**config.mk**
```make
export PLATFORM = sky130hd
export DESIGN_NAME = radio_enable_sequencer
export DESIGN_NICKNAME = d
export VERILOG_FILES = /design/src/rtl/radio_seq_pkg.sv /design/src/rtl/rr_arbiter.sv /design/src/rtl/radio_enable_sequencer.sv
export SDC_FILE = /design/constraint.sdc
export NUM_CORES = 1
export LEC_CHECK = 0
export ABC_CLOCK_PERIOD_IN_PS = 3050
export CAP_MARGIN = 25
export CORE_MARGIN = 2
export CORE_UTILIZATION = 54
export CTS_CLUSTER_SIZE = 40
export DETAILED_ROUTE_END_ITERATION = 6
export GPL_TIMING_DRIVEN = 0
export PLACE_DENSITY = 0.75
export SETUP_SLACK_MARGIN = 0.3
export SYNTH_ARGS = -nofsm -noshare
export SYNTH_HDL_FRONTEND = slang
export SYNTH_SLANG_ARGS = --single-unit
```
**constraint.sdc**
```tcl
create_clock -name ck -period 3.05 [get_ports ck]
set_input_delay 0.61 -clock ck [delete_from_list [all_inputs] [get_ports ck]]
set_output_delay 0.61 -clock ck [all_outputs]
set_load 0.05 [all_outputs]
```
**src/rtl/radio_seq_pkg.sv**
```systemverilog
// Shared types and default timing for the radio enable sequencer.
// Pure definitions; no logic, no latency, no flow control.
package radio_seq_pkg;

  typedef enum logic [2:0] {
    IDLE,
    ISO_RELEASE,
    PLL_WAIT,
    RAMP,
    RX,
    DISABLE
  } state_t;

  localparam int DEF_BIT_WIDTH   = 2;
  localparam int DEF_ISO_CYCLES  = 4;
  localparam int DEF_RAMP_CYCLES = 8;
  localparam int DEF_PLL_TIMEOUT = 64;

  function automatic int max3(input int a, input int b, input int c);
    int m;
    m = a;
    if (b > m) m = b;
    if (c > m) m = c;
    return m;
  endfunction

endpackage

```
**src/rtl/rr_arbiter.sv**
```systemverilog
// Round-robin pick among N requesters, search starting at ptr.
// Purely combinational, zero latency; requesters hold req until served.
module rr_arbiter #(
  parameter int N  = 2,
  parameter int IW = (N > 1) ? $clog2(N) : 1
) (
  input  logic [N-1:0]  req,
  input  logic [IW-1:0] ptr,
  output logic [N-1:0]  grant,
  output logic [IW-1:0] gnt_idx,
  output logic          any
);

  int              j;
  logic [IW-1:0]   idx;

  always_comb begin
    grant   = '0;
    gnt_idx = '0;
    any     = 1'b0;
    j       = 0;
    idx     = '0;
    for (int i = 0; i < N; i++) begin
      j = int'(ptr) + i;
      if (j >= N) j = j - N;
      idx = IW'(j);
      if (!any && req[idx]) begin
        any        = 1'b1;
        gnt_idx    = idx;
        grant[idx] = 1'b1;
      end
    end
  end

endmodule

```
**src/rtl/radio_enable_sequencer.sv**
```systemverilog
// Arbitrates lane requests onto one radio/PLL and steps isolation, PLL settle, ramp and RX enable.
// Grant appears one cycle after a request is seen in IDLE; requests are levels, other lanes wait while busy.
module radio_enable_sequencer
  import radio_seq_pkg::*;
#(
  parameter int BIT_WIDTH   = DEF_BIT_WIDTH,
  parameter int ISO_CYCLES  = DEF_ISO_CYCLES,
  parameter int RAMP_CYCLES = DEF_RAMP_CYCLES,
  parameter int PLL_TIMEOUT = DEF_PLL_TIMEOUT
) (
  input  logic                 ck,
  input  logic                 arst,
  input  logic [BIT_WIDTH-1:0] req,
  input  logic [BIT_WIDTH-1:0] pllSettled,
  output logic [BIT_WIDTH-1:0] grant,
  output logic [BIT_WIDTH-1:0] radioEnable,
  output logic [BIT_WIDTH-1:0] radioRxEn,
  output logic                 isolate,
  output logic                 busy,
  output logic                 timeoutErr
);

  localparam int IW = (BIT_WIDTH > 1) ? $clog2(BIT_WIDTH) : 1;
  localparam int CW = $clog2(max3(ISO_CYCLES, RAMP_CYCLES, PLL_TIMEOUT)) + 1;

  generate
    if (BIT_WIDTH < 1 || ISO_CYCLES < 1 || RAMP_CYCLES < 1 || PLL_TIMEOUT < 1) begin : g_bad_param
      $error("radio_enable_sequencer: all parameters must be >= 1");
    end
  endgenerate

  state_t               state_q, state_d;
  logic [CW-1:0]        cnt_q, cnt_d;
  logic [IW-1:0]        sel_q, sel_d, ptr_q, ptr_d;
  logic [BIT_WIDTH-1:0] grant_q, grant_d, radio_en_q, radio_en_d, rx_en_q, rx_en_d;
  logic                 isolate_q, isolate_d, busy_q, busy_d, timeout_err_q, timeout_err_d;

  logic [BIT_WIDTH-1:0] arb_grant;
  logic [IW-1:0]        arb_idx;
  logic                 arb_any;
  logic                 req_sel, settled_sel;

  rr_arbiter #(.N(BIT_WIDTH), .IW(IW)) u_arb (
    .req     (req),
    .ptr     (ptr_q),
    .grant   (arb_grant),
    .gnt_idx (arb_idx),
    .any     (arb_any)
  );

  assign req_sel     = req[sel_q];
  assign settled_sel = pllSettled[sel_q];

  always_comb begin
    state_d       = state_q;
    sel_d         = sel_q;
    ptr_d         = ptr_q;
    timeout_err_d = 1'b0;
    cnt_d         = (cnt_q != '0) ? cnt_q - CW'(1) : cnt_q;

    unique case (state_q)
      IDLE: begin
        if (arb_any) begin
          state_d = ISO_RELEASE;
          sel_d   = arb_idx;
        end
      end
      ISO_RELEASE: begin
        if (!req_sel)          state_d = DISABLE;
        else if (cnt_q == '0)  state_d = PLL_WAIT;
      end
      PLL_WAIT: begin
        // A dropped request wins over a coincident timeout: no error reported.
        if (!req_sel)          state_d = DISABLE;
        else if (settled_sel)  state_d = RAMP;
        else if (cnt_q == '0) begin
          state_d       = DISABLE;
          timeout_err_d = 1'b1;
        end
      end
      RAMP: begin
        if (!req_sel)          state_d = DISABLE;
        else if (cnt_q == '0)  state_d = RX;
      end
      RX: begin
        if (!req_sel)          state_d = DISABLE;
      end
      DISABLE: begin
        state_d = IDLE;
        ptr_d   = (sel_q == IW'(BIT_WIDTH - 1)) ? '0 : sel_q + IW'(1);
      end
      default: state_d = IDLE;
    endcase

    if (state_d != state_q) begin
      case (state_d)
        ISO_RELEASE: cnt_d = CW'(ISO_CYCLES - 1);
        PLL_WAIT:    cnt_d = CW'(PLL_TIMEOUT - 1);
        RAMP:        cnt_d = CW'(RAMP_CYCLES - 1);
        default:     cnt_d = '0;
      endcase
    end

    grant_d    = (state_d == IDLE) ? '0 : ((state_q == IDLE) ? arb_grant : grant_q);
    radio_en_d = (state_d == RAMP || state_d == RX) ? grant_d : '0;
    rx_en_d    = (state_d == RX) ? grant_d : '0;
    isolate_d  = (state_d == IDLE);
    busy_d     = (state_d != IDLE);
  end

  always_ff @(posedge ck or negedge arst) begin
    if (!arst) begin
      state_q       <= IDLE;
      cnt_q         <= '0;
      sel_q         <= '0;
      ptr_q         <= '0;
      grant_q       <= '0;
      radio_en_q    <= '0;
      rx_en_q       <= '0;
      isolate_q     <= 1'b1;
      busy_q        <= 1'b0;
      timeout_err_q <= 1'b0;
    end else begin
      state_q       <= state_d;
      cnt_q         <= cnt_d;
      sel_q         <= sel_d;
      ptr_q         <= ptr_d;
      grant_q       <= grant_d;
      radio_en_q    <= radio_en_d;
      rx_en_q       <= rx_en_d;
      isolate_q     <= isolate_d;
      busy_q        <= busy_d;
      timeout_err_q <= timeout_err_d;
    end
  end

  assign grant       = grant_q;
  assign radioEnable = radio_en_q;
  assign radioRxEn   = rx_en_q;
  assign isolate     = isolate_q;
  assign busy        = busy_q;
  assign timeoutErr  = timeout_err_q;

  a_grant_oh: assert property (@(posedge ck) disable iff (!arst) $onehot0(grant_q));
  a_en_oh:    assert property (@(posedge ck) disable iff (!arst) $onehot0(radio_en_q));
  a_rx_oh:    assert property (@(posedge ck) disable iff (!arst) $onehot0(rx_en_q));
  a_rx_en:    assert property (@(posedge ck) disable iff (!arst) (rx_en_q & ~radio_en_q) == '0);
  a_iso_en:   assert property (@(posedge ck) disable iff (!arst) !(isolate_q && (radio_en_q != '0)));

endmodule

```
# [Word level (Yosys, flattened, before mapping)]
# Index checks and enable logic that the tools add are counted.
[totals] reg_bits=21 out_inout_bits=9 wordCells=87
[classes] addsub=5 n_lt_le_gt_ge=7 n_eq_ne=10 mux=42 bitwise_logic=1 reduce_logical=12
[ops] op="2-to-1 mux 3 bit" n=9
[ops] op="2-to-1 mux 1 bit" n=21
[ops] op="case mux 6 bit (3 select lines)" n=1
[ops] op="case mux 3 bit (5 select lines)" n=1
[ops] op="2-to-1 mux 7 bit" n=2
[ops] op="== test 3 x 2 -> 1 bit (second input constant)" n=4
[ops] op="2-to-1 mux 2 bit" n=6
[ops] op="== test 3 bit (second input constant)" n=3
[ops] op="logical NOT 7 bit" n=1
[ops] op="nonzero test 7 bit" n=1
[ops] op="subtractor 7 x 1 -> 7 bit (second input constant)" n=1
[ops] op="== test 3 x 1 -> 1 bit (second input constant)" n=2
[ops] op="logical NOT 3 bit" n=2
[ops] op="less-than comparator 1 x 2 -> 1 bit (second input constant)" n=3
[ops] op="logical AND 1 bit" n=3
[ops] op="!= test 3 bit" n=1
[ops] op="nonzero test 3 bit" n=1
[ops] op="adder 1 x 1 -> 2 bit (second input constant)" n=1
[ops] op="demux 1 bit (select 1 bit)" n=2
[ops] op="greater-or-equal comparator 1 bit (second input constant)" n=2
[ops] op="greater-or-equal comparator 1 x 2 -> 1 bit (second input constant)" n=1
[ops] op="greater-or-equal comparator 2 bit (second input constant)" n=1
[ops] op="bitwise OR 2 bit" n=1
[ops] op="AND reduction 2 bit" n=1
[ops] op="other kinds (5)" n=6

# [Longest topological paths before layout]
# Gate-level depths: netlist (run 1).
[logic_depth] word_depth=13 mapped_depth=9

# [Hierarchy]
# From an unflattened synthesis (run 1), not the netlist that was laid out.
[unflattened] cells_unflattened=118 area_unflattened_um2=1234.9
[by_module_without_submodules] mod="radio_enable_sequencer" instances=1 cells_per_inst=113 area_per_inst_um2=1202.4 seq_area_each_um2=526.8
[by_module_without_submodules] mod="rr_arbiter" instances=1 cells_per_inst=5 area_per_inst_um2=32.5 seq_area_each_um2=0.0

# [Least setup slack after synthesis (run 1)]
# OpenSTA, ideal clock, no wires.
[synth_path] kind="flip-flop to flip-flop" startpoint="register cnt_q[0]" endpoint="register cnt_q[2]" t_arrival_ps=2059 required_ps=2925 slack_ps=866 stages_incl_launch_ff=9 n_path_buf=1 period_less_slack_ps=2184 cell_sequence="dfrtp_1 inv_1 ha_1 or3b_1 buf_6 o31ai_4 a21bo_4 o21a_4 mux2_4"
[synth_via] elab_chain_len=8 word_cells_on_any_way=19
[synth_rtl] item="from (decl)" line_no="radio_enable_sequencer.sv:33" source="logic [CW-1:0] cnt_q, cnt_d;"
[synth_rtl] item="from (signal assigned)" line_no="radio_enable_sequencer.sv:125" source="cnt_q <= cnt_d;"
[synth_rtl] item="logical NOT 7 bit" line_no="radio_enable_sequencer.sv:70, radio_enable_sequencer.sv:76, radio_enable_sequencer.sv:83"
[synth_rtl] item="2-to-1 mux 3 bit" line_no="radio_enable_sequencer.sv:76" source="else if (cnt_q == '0) begin"
[synth_rtl] item="2-to-1 mux 3 bit" line_no="radio_enable_sequencer.sv:75" source="else if (settled_sel) state_d = RAMP;"
[synth_rtl] item="2-to-1 mux 3 bit" line_no="radio_enable_sequencer.sv:74" source="if (!req_sel) state_d = DISABLE;"
[synth_rtl] item="case mux 3 bit (5 select lines)" line_no="radio_enable_sequencer.sv:61" source="unique case (state_q)"
[synth_rtl] item="== test 3 x 2 -> 1 bit or == test 3 x 1 -> 1 bit (tied branches)" line_no="radio_enable_sequencer.sv:96" source="case (state_d)"
[synth_rtl] item="case mux 6 bit (3 select lines)" line_no="radio_enable_sequencer.sv:96"
[synth_rtl] item="2-to-1 mux 7 bit" line_no="radio_enable_sequencer.sv:95" source="if (state_d != state_q) begin"
# Several ways; a longest one is shown, not always the timed one. The select of a mux whose other input is x is not followed.
# A chain may end at the register's enable or synchronous reset.

# [Worst setup path in the final report (run 1)]
[layout_path] startpoint="input port req[0]" endpoint="register cnt_q[2]"
[layout_via] elab_chain_len=11 word_cells_on_any_way=23
[layout_rtl] item="from (decl)" line_no="radio_enable_sequencer.sv:13" source="input logic [BIT_WIDTH-1:0] req,"
[layout_rtl] item="2-to-1 mux 1 bit (implied by the code) (2 in a row)" line_no="rr_arbiter.sv:27" source="if (!any && req[idx]) begin"
[layout_rtl] item="2-to-1 mux 1 bit" line_no="rr_arbiter.sv:27"
[layout_rtl] item="logical NOT 1 bit" line_no="rr_arbiter.sv:27"
[layout_rtl] item="logical AND 1 bit" line_no="rr_arbiter.sv:27"
[layout_rtl] item="2-to-1 mux 1 bit" line_no="rr_arbiter.sv:27"
[layout_rtl] item="2-to-1 mux 3 bit" line_no="radio_enable_sequencer.sv:63" source="if (arb_any) begin"
[layout_rtl] item="case mux 3 bit (5 select lines) (*)" line_no="radio_enable_sequencer.sv:61"
[layout_rtl] item="== test 3 x 2 -> 1 bit or == test 3 x 1 -> 1 bit (tied branches)" line_no="radio_enable_sequencer.sv:96"
[layout_rtl] item="case mux 6 bit (3 select lines)" line_no="radio_enable_sequencer.sv:96"
[layout_rtl] item="2-to-1 mux 7 bit" line_no="radio_enable_sequencer.sv:95"
# Every way passes the cells marked *; elsewhere a longest branch is shown, timed or not. The select of a mux whose other input is x is not followed.

==> results by group, run 1 <==
Status
  – Outcome: finished clean

Detailed routing
  – Drt first pass iters: 4
  – Post-detailed-route wirelength per cell: 15.5 um
  – DRT Wirelength: about 2.5 mm
  – Via density per instance: roughly 6
  – Drt first-iter violations: 29
  – Post-route DRC: 0
  – Antenna viol nets, final: 0
  – Vias post-DR: about 980

Worst setup path
  – Critical path class: primary input to flop
  – Critical Path Sink Type: flop
  – Worst-path maximum fanout: 7
  – FF-to-FF path depth: 7
  – Startpoint types: primary input
  – Worst EP required: approximately 3.3 ns
  – CP arrival: approximately 2.7 ns

Job
  – # Max-Cap Violations: 0

Clocking
  – CTS tree: yes
  – Post-CTS Setup Bufs: 0
  – H-tree levels: 1
  – CTS clk-pin slew, worst paths: approximately 0.11 ns
  – Hold_buf cts: 0
  – Bufs on Longest Clock Path: 2
  – TritonCTS Sinks: 21
  – Worst-Skew Late Latency: 0.32 ns
  – Root Buffer: clkbuf_4
  – Cts bufs inserted: 3
  – Post-CTS resize count: 0

STA
  – Setup TNS: 0 ns
  – Final critical-path required period: 2.46 ns
  – Max-slew headroom: 38.7%
  – Final worst slack: slightly below 0.6 ns
  – Final setup violating endpoints: 0
  – Final Cycle Share: 80.5%
  – Final Skew: ~0.011 ns
  – Max Slew Vio Count: 0
  – RSZ-0062 raised after global routing: no
  – Fmax: slightly above 0.4 GHz
  – Hold Fails Final Rpt: 0
  – Final hold slack: about 0.56 ns
  – Worst Max-Slew Pin Slew: around 0.92 ns

Yosys
  – Top FF cell, synth: dfrtp_1
  – Asr flop ratio synth: 100%
  – Count of cell types in the netlist: 44
  – EDFF count, synth: 0
  – Synth Register Bits: 21
  – Synth Instances: about 120
  – Mapped Area: 0.00120 mm2
  – Register area share after synthesis: between 40% and 50%
  – Synth warn: 0
  – Syn_area_per_cell: 10.2 um2
  – Synth top area cells: dfrtp_1 (42%), o211ai_1 (4.4%), nor2_1 (3.4%)
  – Post-Synthesis Net Count: roughly 130
  – Top cell type's share of synthesized area: 41.5%
  – Yosys top cell by area: dfrtp_1

Global route
  – Grt met2 use: between 30 and 40%
  – GR Layer Usage met1: approximately 30%
  – GRT Util Overall: between 20 and 25%
  – Met3 GRT Util: around 3.5%
  – Vias in the first global route: 950
  – Grt ovf: 0
  – Initial antenna violation count: 0
  – Largest net degree at the start of global routing: 22
  – GR peak layer: met2
  – First-pass GRT wire length: approximately 4.2 mm

Floorplan
  – Core Box Area: about 0.0022 mm2
  – Die H: between 50 and 60 um
  – Io pins: 15
  – Core Rows: 17
  – Initial core utilization: a little under three fifths
  – Die W: 51.2 um
  – Die footprint: about 0.0026 mm2

Power and ir drop
  – Total power: about 1700 uW
  – Clock share of power: under 10%
  – Sequential share of power: 27.2%
  – Switching Fraction: between 40% and 50%
  – Maximum VDD drop: 0.792 mV
  – Pwr dens: 1190 mW/mm2
  – Design internal power: 868 uW
  – Leakage: 0.000604 uW
  – Psw: 809 uW
  – Combinational group share of total power: ~65%

Final layout
  – Commonest non-fill, non-tap cell in the layout: dfrtp_1
  – P&R area growth vs syn: 16.8%
  – N_diodes: 0
  – Most frequent cells in the layout: dfrtp_1 (20), clkdlybuf4s50_1 (14), nor2_1 (11), nand2_1 (8)
  – Layout Utilization: about two thirds
  – Multi-input gate area: ~610 um2
  – Layout Nets: approximately 140
  – Reg area: between 500 and 600 um2
  – Layout cell share with drive strength beyond 1: between 10 and 15%
  – # fillers: about 180

Worst hold path
  – Worst hold path class: flop to flop
  – Worst hold stages: 1

Place
  – Pre-CTS WS: about 0.27 ns
  – DPL Wire Length: around 1.9 mm
  – PortBufs: 14
  – Final GP Congestion: 0.780
## logic make-up after synthesis
logic type                 after synthesis  share of synthesized area [%]
AOI/OAI and AO/OA                       36                           24.3
and+or+nand+nor                         39                           16.6
buffers and inverters                   12                           5.92
adders and majority gates                1                           1.04
xor gates and xnor gates                 5                           3.63
muxes                                    4                           4.78
DFF                                     21                           43.7
## per-layer routing
metal	vias up	part of all wire, %
met5	-	0
met4	0	1.7
met3	5	3.9
met2	29	48
met1	474	47
li1	474	-
## cells in the mapped netlist, types with 2 or more instances
cell type	count
dfrtp_1	20
a22o_1	2
nor2_1	11
a21oi_1	5
buf_6	2
xnor2_1	4
nand3_1	3
nor2b_1	2
inv_1	7
nor3b_1	2
nand2_1	8
mux2i_1	2
nor3_1	5
a22oi_1	4
o211ai_1	7
a31oi_1	4
o31ai_1	2
o21ai_0	2
## cell type report
cell class	instances	share of cell area, %
Sequential cell	21	37.4
Clock buffer	3	1.60
Timing Repair Buffer	14	9.96
Clock inverter	1	0.356
Multi-Input combinational cell	85	43.1
Inverter	8	2.13
Tap cell	28	2.49
Buffer	4	2.93
## final timing paths
path / from / slack, ns / end
worst max-delay path: req[0] / 0.59 / cnt_q[2]$_DFFE_PN0P_
worst min-delay path: cnt_q[6]$_DFFE_PN0P_ / 0.56 / cnt_q[6]$_DFFE_PN0P_
worst max register to register: cnt_q[0]$_DFFE_PN0P_ / 0.67 / cnt_q[2]$_DFFE_PN0P_
worst min register to register: cnt_q[6]$_DFFE_PN0P_ / 0.56 / cnt_q[6]$_DFFE_PN0P_
max in group asynchronous: arst / 1.69 / state_q[1]$_DFF_PN0_
min in group asynchronous: arst / 0.79 / timeoutErr$_DFF_PN0_
## sequential cells by signal, summed over array words and instances (netlist names)
register,cells
timeoutErr,1
state_q,3
sel_q,1
radioRxEn,2
grant,2
ptr_q,1
busy,1
radioEnable,2
isolate,1
cnt_q,7
## per-stage QoR
stage / std cells / instance area (um2)
CTS: 164 / 1410
detailed placement: 160 / 1380
global route: 164 / 1410
global placement: 160 / 1380
floorplan: 118 / 1200
finish: 164 / 1410
## power groups by stage
stage               clock, uW  sequential, uW  combinational, uW
floorplan                   0             557                736
global placement            0             455               1050
detailed placement          0             462               1070
CTS                       141             456               1080
global route              149             466               1180
finish                    140             455               1080
## worst max-delay path, cell delays in order
cell             delay [ns]
clkdlybuf4s50_1        0.50
or4_1                  0.50
o211ai_1               0.19
and4_1                 0.26
buf_6                  0.12
o21a_4                 0.18
mux2_4                 0.30
No activity file was read; power rests on OpenSTA's default activity.
==> inputs of run 2 (changes only) <==
ABC_CLOCK_PERIOD_IN_PS = 2450   (was 3050)
clock period = 2.45 ns   (was 3.05 ns; I/O delays follow)
==> run 2 against run 1 <==
Net effect:
- combinational power grew 51%
- global-route usage grew 0.49 points
- highest routed layer unchanged
- non-clock buffer count grew 7
- register-to-register slack lost 0.42 ns
- worst setup slack lost 0.35 ns
- critical path type is now flop to flop
- sequential cell count is the same
- via count grew 4.3%
- count of clock-buffer cells in the layout is the same
==> results by group, run 2 (synthesis gave the netlist of run 1 again) <==
Status
  – Outcome: finished clean

Clocking
  – Root Buffer: clkbuf_4
  – H-tree levels: 1 (unchanged)
  – CTS tree: yes
  – CTS clk-pin slew, worst paths: 0.12 ns (about the same)
  – Cts bufs inserted: 3 (unchanged)
  – TritonCTS Sinks: 21 (unchanged)
  – Bufs on Longest Clock Path: 2 (unchanged)
  – Worst-Skew Late Latency: 0.32 ns (about the same)

STA
  – Worst Max-Slew Pin Slew: 0.923 ns (+0.00639 ns)
  – Fmax: ~0.45 GHz
  – Final setup violating endpoints: 0 (unchanged)
  – RSZ-0062 raised after global routing: yes
  – Hold Fails Final Rpt: 0 (unchanged)
  – Max-slew headroom: 38.3% (-0.43 points)
  – Final hold slack: 0.563 ns (+0.00764 ns)
  – Final Cycle Share: between 80% and 90%
  – Final critical-path required period: 2.20 ns
  – Max Slew Vio Count: 0 (unchanged)
  – Final Skew: 0.00480 ns (-0.00585 ns)

Job
  – # Max-Cap Violations: 0 (unchanged)

Final layout
  – Largest regs: cnt_q: 7 flops, state_q: 3 flops
  – Max reg flops: 7 (unchanged)
  – Non-Filler Instances: 171 (+4.3%)
  – Most frequent cells in the layout: dfrtp_1 (20), nor2_1 (11), clkdlybuf4s50_1 (11), nand2_1 (8)
  – N_diodes: 0 (unchanged)
  – P&R area growth vs syn: 27.8%
  – # fillers: 172 (-5.0%)
  – Largest Register: cnt_q
  – Commonest non-fill, non-tap cell in the layout: dfrtp_1
  – Layout cell share with drive strength beyond 1: 28.0% (+14 points)
  – Layout Utilization: 71.0% (+6.1 points)
  – Fin area: 0.00154 mm2 (+9.4%)
  – Layout Nets: 151 (+4.9%)

Worst setup path
  – Critical Path Sink Type: flop
  – Worst-path maximum fanout: 5 (-2)
  – Startpoint types: flop
  – Critical path class: flop to flop
  – Reg2reg end: cnt_q[0]$_DFFE_PN0P_
  – Setup slack, reg-to-reg: 0.25 ns (-0.42 ns)
  – RR Startpoint: cnt_q[0]$_DFFE_PN0P_
  – Worst EP required: 2.68 ns (-0.58 ns)
  – CP arrival: 2.44 ns (-0.22 ns)
  – FF-to-FF path depth: 9 (+2)

Floorplan
  – Die W: 51.2 um (unchanged)
  – Die footprint: 0.00263 mm2 (unchanged)
  – Io pins: 15 (unchanged)
  – Initial core utilization: 55.5% (unchanged)
  – Core Rows: 17 (unchanged)
  – Die H: 51.2 um (unchanged)
  – Core Box Area: 0.00217 mm2 (unchanged)

Detailed routing
  – Post-route DRC: 0 (unchanged)
  – Drt first-iter violations: 44 (+52%)
  – DRT Wirelength: 2.77 mm (+9.0%)
  – Drt first pass iters: 4 (unchanged)
  – Vias post-DR: 1,024 (+4.3%)
  – Antenna viol nets, final: 0 (unchanged)
  – Via density per instance: 5.99 (about the same)
  – Post-detailed-route wirelength per cell: 16.2 um (+4.6%)

Power and ir drop
  – Maximum VDD drop: 0.985 mV (+24%)
  – Pwr dens: 1540 mW/mm2 (+29%)
  – Leakage: 0.000657 uW (+8.8%)
  – Total power: 2370 uW (+42%)

Place
  – DPL Wire Length: 1.86 mm (-0.35%)
  – PortBufs: 14 (unchanged)
  – Placed Area: 0.00138 mm2 (+0.18%)
  – Placed insts: 160 (unchanged)
  – Final GP Congestion: 0.816 (+4.6%)

Global route
  – Initial antenna violation count: 0 (unchanged)
  – Largest net degree at the start of global routing: 22 (unchanged)
  – Vias in the first global route: 996 (+4.8%)
  – First-pass GRT wire length: 4.22 mm (+0.64%)
  – Grt ovf: 0 (unchanged)
  – GRT Util Overall: 22.0% (+0.49 points)

Worst hold path
  – HP Start: ptr_q$_DFFE_PN0N_
  – Worst hold stages: 2 (+1)
  – Worst hold endpoint: ptr_q$_DFFE_PN0N_
  – Worst hold path class: flop to flop
-- run 2: worst max-delay path by stage --
stage	start	to	slack (ns)	cells past startpoint
after floorplan	cnt_q[0]$_DFFE_PN0P_	cnt_q[2]$_DFFE_PN0P_	0.29	8
after global placement	req[0]	cnt_q[2]$_DFFE_PN0P_	-0.19	7
after detailed placement	req[0]	cnt_q[2]$_DFFE_PN0P_	-0.23	7
after CTS	cnt_q[1]$_DFFE_PN0P_	cnt_q[0]$_DFFE_PN0P_	0.26	9
after global routing	cnt_q[0]$_DFFE_PN0P_	radioEnable[0]$_DFF_PN0_	0.15	9
final	cnt_q[0]$_DFFE_PN0P_	cnt_q[0]$_DFFE_PN0P_	0.25	9
-- run 2: per-stage QoR --
stage	setup WS, ns	setup TNS [ns]
after floorplan	0.292	0
after global placement	-0.187	-0.239
after detailed placement	-0.229	-0.697
after CTS	0.261	0
after global routing	0.155	0
final	0.248	0
-- run 2: cell type report --
type	count	area, um2	area share, %
inverters	8	30.0	1.95
clock buffers	3	22.5	1.46
plain buffers	4	41.3	2.68
repair buffers	21	189	12.3
flip-flops and latches	21	527	34.2
well taps	28	35.0	2.27
multi-input cells	85	691	44.8
clock inverters	1	5.00	0.325
-- run 2: routing by layer --
layer	share of wire (%)	GRT usage [%]
met1	44	27.0
met2	49	35.5
met3	5.1	4.97
met4	2.3	12.7
met5	0	0
-- run 2: repair_timing --
action | 4_1_cts | 5_1_grt
setup buffers | 6 | 1
hold buffers | 0 | 0
endpoints found under the hold margin | 0 | 0
resized for setup | 7 | 12
pin swaps | 9 | 6
endpoints found under the setup margin | 15 | 14
-- run 2: where the power goes --
group / internal [uW] / switching [uW] / total [uW] / leakage [uW]
Combinational: 697 / 935 / 1630 / 0.000368
Sequential: 472 / 95.7 / 567 / 0.000271
Clock: 61.2 / 114 / 176 / 0.0000177
Total: 1230 / 1140 / 2370 / 0.000657
-- run 2: critical path, stage by stage, from the launching register on --
cell and delay (ns):
dfrtp_1 0.40, inv_1 0.07, ha_2 0.17, or3b_1 0.36, buf_6 0.15, o211a_1 0.20, o32a_1 0.40, inv_2 0.12
a21oi_4 0.06, o31ai_2 0.20
==> inputs of run 3 (changes only) <==
CELL_PAD_IN_SITES_DETAIL_PLACEMENT = 1   (was unset)
CELL_PAD_IN_SITES_GLOBAL_PLACEMENT = 1   (was unset)
CORE_UTILIZATION = 42   (was 54)
PLACE_DENSITY = 0.74   (was 0.75)
==> run 3 against run 2 <==
Net effect:
- register-to-register slack barely moved
- worst hold slack got worse by 0.17 ns
- routed wire length rose by 22%
- die area rose by 26%
- non-clock buffer count rose by 6
- via count rose by 3.9%
- combinational power rose by 9.8%
- sequential cell count did not move
- clock skew rose by 0.0037 ns
- core utilization fell by 11 points
- maximum frequency fell by 0.40%
- cell area rose by 5.9%
- critical path type unchanged
==> results by group, run 3 (synthesis gave the netlist of run 1 again) <==
Status
  – Outcome: finished clean

Clocking
  – Root Buffer: clkbuf_4
  – Hold_buf cts: 0 (unchanged)
  – Worst-Skew Late Latency: 0.32 ns (about the same)
  – Cts bufs inserted: 3 (unchanged)
  – H-tree levels: 1 (unchanged)
  – Bufs on Longest Clock Path: 2 (unchanged)
  – CTS tree: yes
  – TritonCTS Sinks: 21 (unchanged)
  – CTS clk-pin slew, worst paths: 0.13 ns (about the same)

Place
  – Placed insts: 163 (+1.9%)
  – PortBufs: 14 (unchanged)
  – DPL Wire Length: 2.11 mm (+14%)
  – Final GP Congestion: 0.776 (-4.9%)

Worst setup path
  – Critical path class: flop to flop
  – CP arrival: 2.46 ns (+0.02 ns)
  – Critical Path Sink Type: flop
  – Worst EP required: 2.70 ns (+0.02 ns)
  – Worst-path maximum fanout: 5 (unchanged)
  – Startpoint types: flop

STA
  – Fmax: 0.452 GHz (-0.40%)
  – Final critical-path required period: 2.21 ns (+0.00886 ns)
  – Max-slew headroom: 60.7% (+22 points)
  – Final setup violating endpoints: 0 (unchanged)
  – Final hold slack: 0.398 ns (-0.166 ns)
  – Hold Fails Final Rpt: 0 (unchanged)
  – Max Slew Vio Count: 0 (unchanged)
  – Worst Max-Slew Pin Slew: 0.585 ns (-0.338 ns)
  – Final Skew: 0.00848 ns (+0.00368 ns)
  – Setup TNS: 0 ns (unchanged)
  – RSZ-0062 raised after global routing: yes
  – Final Cycle Share: 90.2% (+0.36 points)

Final layout
  – Largest Register: cnt_q
  – Most frequent cells in the layout: dfrtp_1 (20), clkdlybuf4s50_1 (11), buf_4 (11), nor2_1 (10), nand2_1 (8)
  – Layout cell share with drive strength beyond 1: 30.9% (+2.9 points)
  – Layout Utilization: 59.7% (-11 points)
  – Non-Filler Instances: 180 (+5.3%)
  – Multi-input gate area: 701 um2 (+1.4%)
  – Commonest non-fill, non-tap cell in the layout: dfrtp_1
  – P&R area growth vs syn: 35.4%
  – Largest regs: cnt_q: 7 flops, state_q: 3 flops
  – Reg area: 527 um2 (unchanged)
  – Layout Nets: 157 (+4.0%)
  – N_diodes: 0 (unchanged)
  – Max reg flops: 7 (unchanged)
  – # fillers: 308 (+79%)

Global route
  – Initial antenna violation count: 0 (unchanged)
  – Grt ovf: 0 (unchanged)
  – GRT Util Overall: 21.6% (-0.41 points)
  – Vias in the first global route: 1,144 (+15%)
  – Largest net degree at the start of global routing: 22 (unchanged)
  – First-pass GRT wire length: 5.48 mm (+30%)

Floorplan
  – Die footprint: 0.00331 mm2 (+26%)
  – Core Box Area: 0.00273 mm2 (+26%)
  – Die W: 57.6 um (+12%)
  – Initial core utilization: 44.1% (-11 points)
  – Die H: 57.6 um (+12%)
  – Io pins: 15 (unchanged)
  – Core Rows: 19 (+2)

Detailed routing
  – Post-route DRC: 0 (unchanged)
  – DRT Wirelength: 3.38 mm (+22%)
  – Drt first-iter violations: 42 (-4.5%)
  – Drt first pass iters: 4 (unchanged)
  – Post-detailed-route wirelength per cell: 18.8 um (+16%)
  – Met1 wire length: 1.59 mm (+32%)
  – Uppermost layer routed: met4
  – Via density per instance: 5.91 (-1.3%)
  – Met3 WL post-DR: 109 um (-22%)
  – Vias post-DR: 1,064 (+3.9%)
  – Antenna viol nets, final: 0 (unchanged)
  – Met2 Wirelength: 1.64 mm (+21%)

Job
  – # Max-Cap Violations: 0 (unchanged)

Power and ir drop
  – Pwr dens: 1560 mW/mm2 (+1.2%)
  – Maximum VDD drop: 0.865 mV (-12%)
  – Leakage: 0.000701 uW (+6.7%)

Worst hold path
  – Worst hold path class: primary input to asynchronous set/reset pin
## run 3: cell count changes in the layout (fill, tap and decap cells not counted), moves of 2 or more
cell / previous run / this run
a22oi_1: 4 / 2
a22oi_2: 0 / 2
buf_4: 7 / 11
inv_1: 7 / 5
inv_2: 1 / 3
## run 3: through the flow
step / area (um2) / power (uW) / setup slack [ns]
global placement: 1390 / 1890 / -0.200
finish: 1630 / 2540 / 0.239
CTS: 1510 / 2330 / 0.275
detailed placement: 1390 / 1940 / -0.231
floorplan: 1210 / 1610 / 0.292
global route: 1630 / 2720 / 0.155
## run 3: power by group
| part | internal [uW] | switching (uW) | total (uW) |
|---|---|---|---|
| clock network | 61.2 | 120 | 181 |
| registers | 472 | 105 | 577 |
| logic | 800 | 986 | 1790 |
## run 3: layout make-up
class,count,area share [%]
inverter,8,1.84
multi-input combinational,85,42.9
clock buffer,3,1.38
clock inverter,1,0.307
tap,31,2.38
buffer,4,2.53
sequential,21,32.3
timing repair buffer,27,16.3
## run 3: final timing paths
check                                      from                  endpoint  slack (ns)  cells past startpoint
min in group ck               ptr_q$_DFFE_PN0N_         ptr_q$_DFFE_PN0N_        0.55                      2
max                        cnt_q[1]$_DFFE_PN0P_  radioEnable[1]$_DFF_PN0_        0.24                      9
max reg2reg                cnt_q[1]$_DFFE_PN0P_  radioEnable[1]$_DFF_PN0_        0.24                      9
min reg2reg                   ptr_q$_DFFE_PN0N_         ptr_q$_DFFE_PN0N_        0.55                      2
min                                        arst         ptr_q$_DFFE_PN0N_        0.40                      1
max in group asynchronous                  arst         isolate$_DFF_PN1_        1.59                      2
## run 3: critical path, stage by stage (launching register included)
cell     delay [ns]
dfrtp_1        0.42
inv_2          0.08
ha_4           0.13
or3b_4         0.37
buf_6          0.14
o211a_1        0.19
o32a_1         0.37
inv_2          0.12
nand3_1        0.13
a21oi_2        0.17
## run 3: layer usage
| metal | track usage (%) | up-vias |
|---|---|---|
| li1 | - | 501 |
| met1 | 29.1 | 543 |
| met2 | 35.9 | 16 |
| met3 | 3.17 | 4 |
| met4 | 6.31 | 0 |
| met5 | 0 | - |
## run 3: what timing repair did
action	in CTS	in global routing
pin swaps	5	8
buffers inserted	9	3
setup endpoints to repair	15	16
gates resized for setup	7	14
endpoints found under the hold margin	0	0
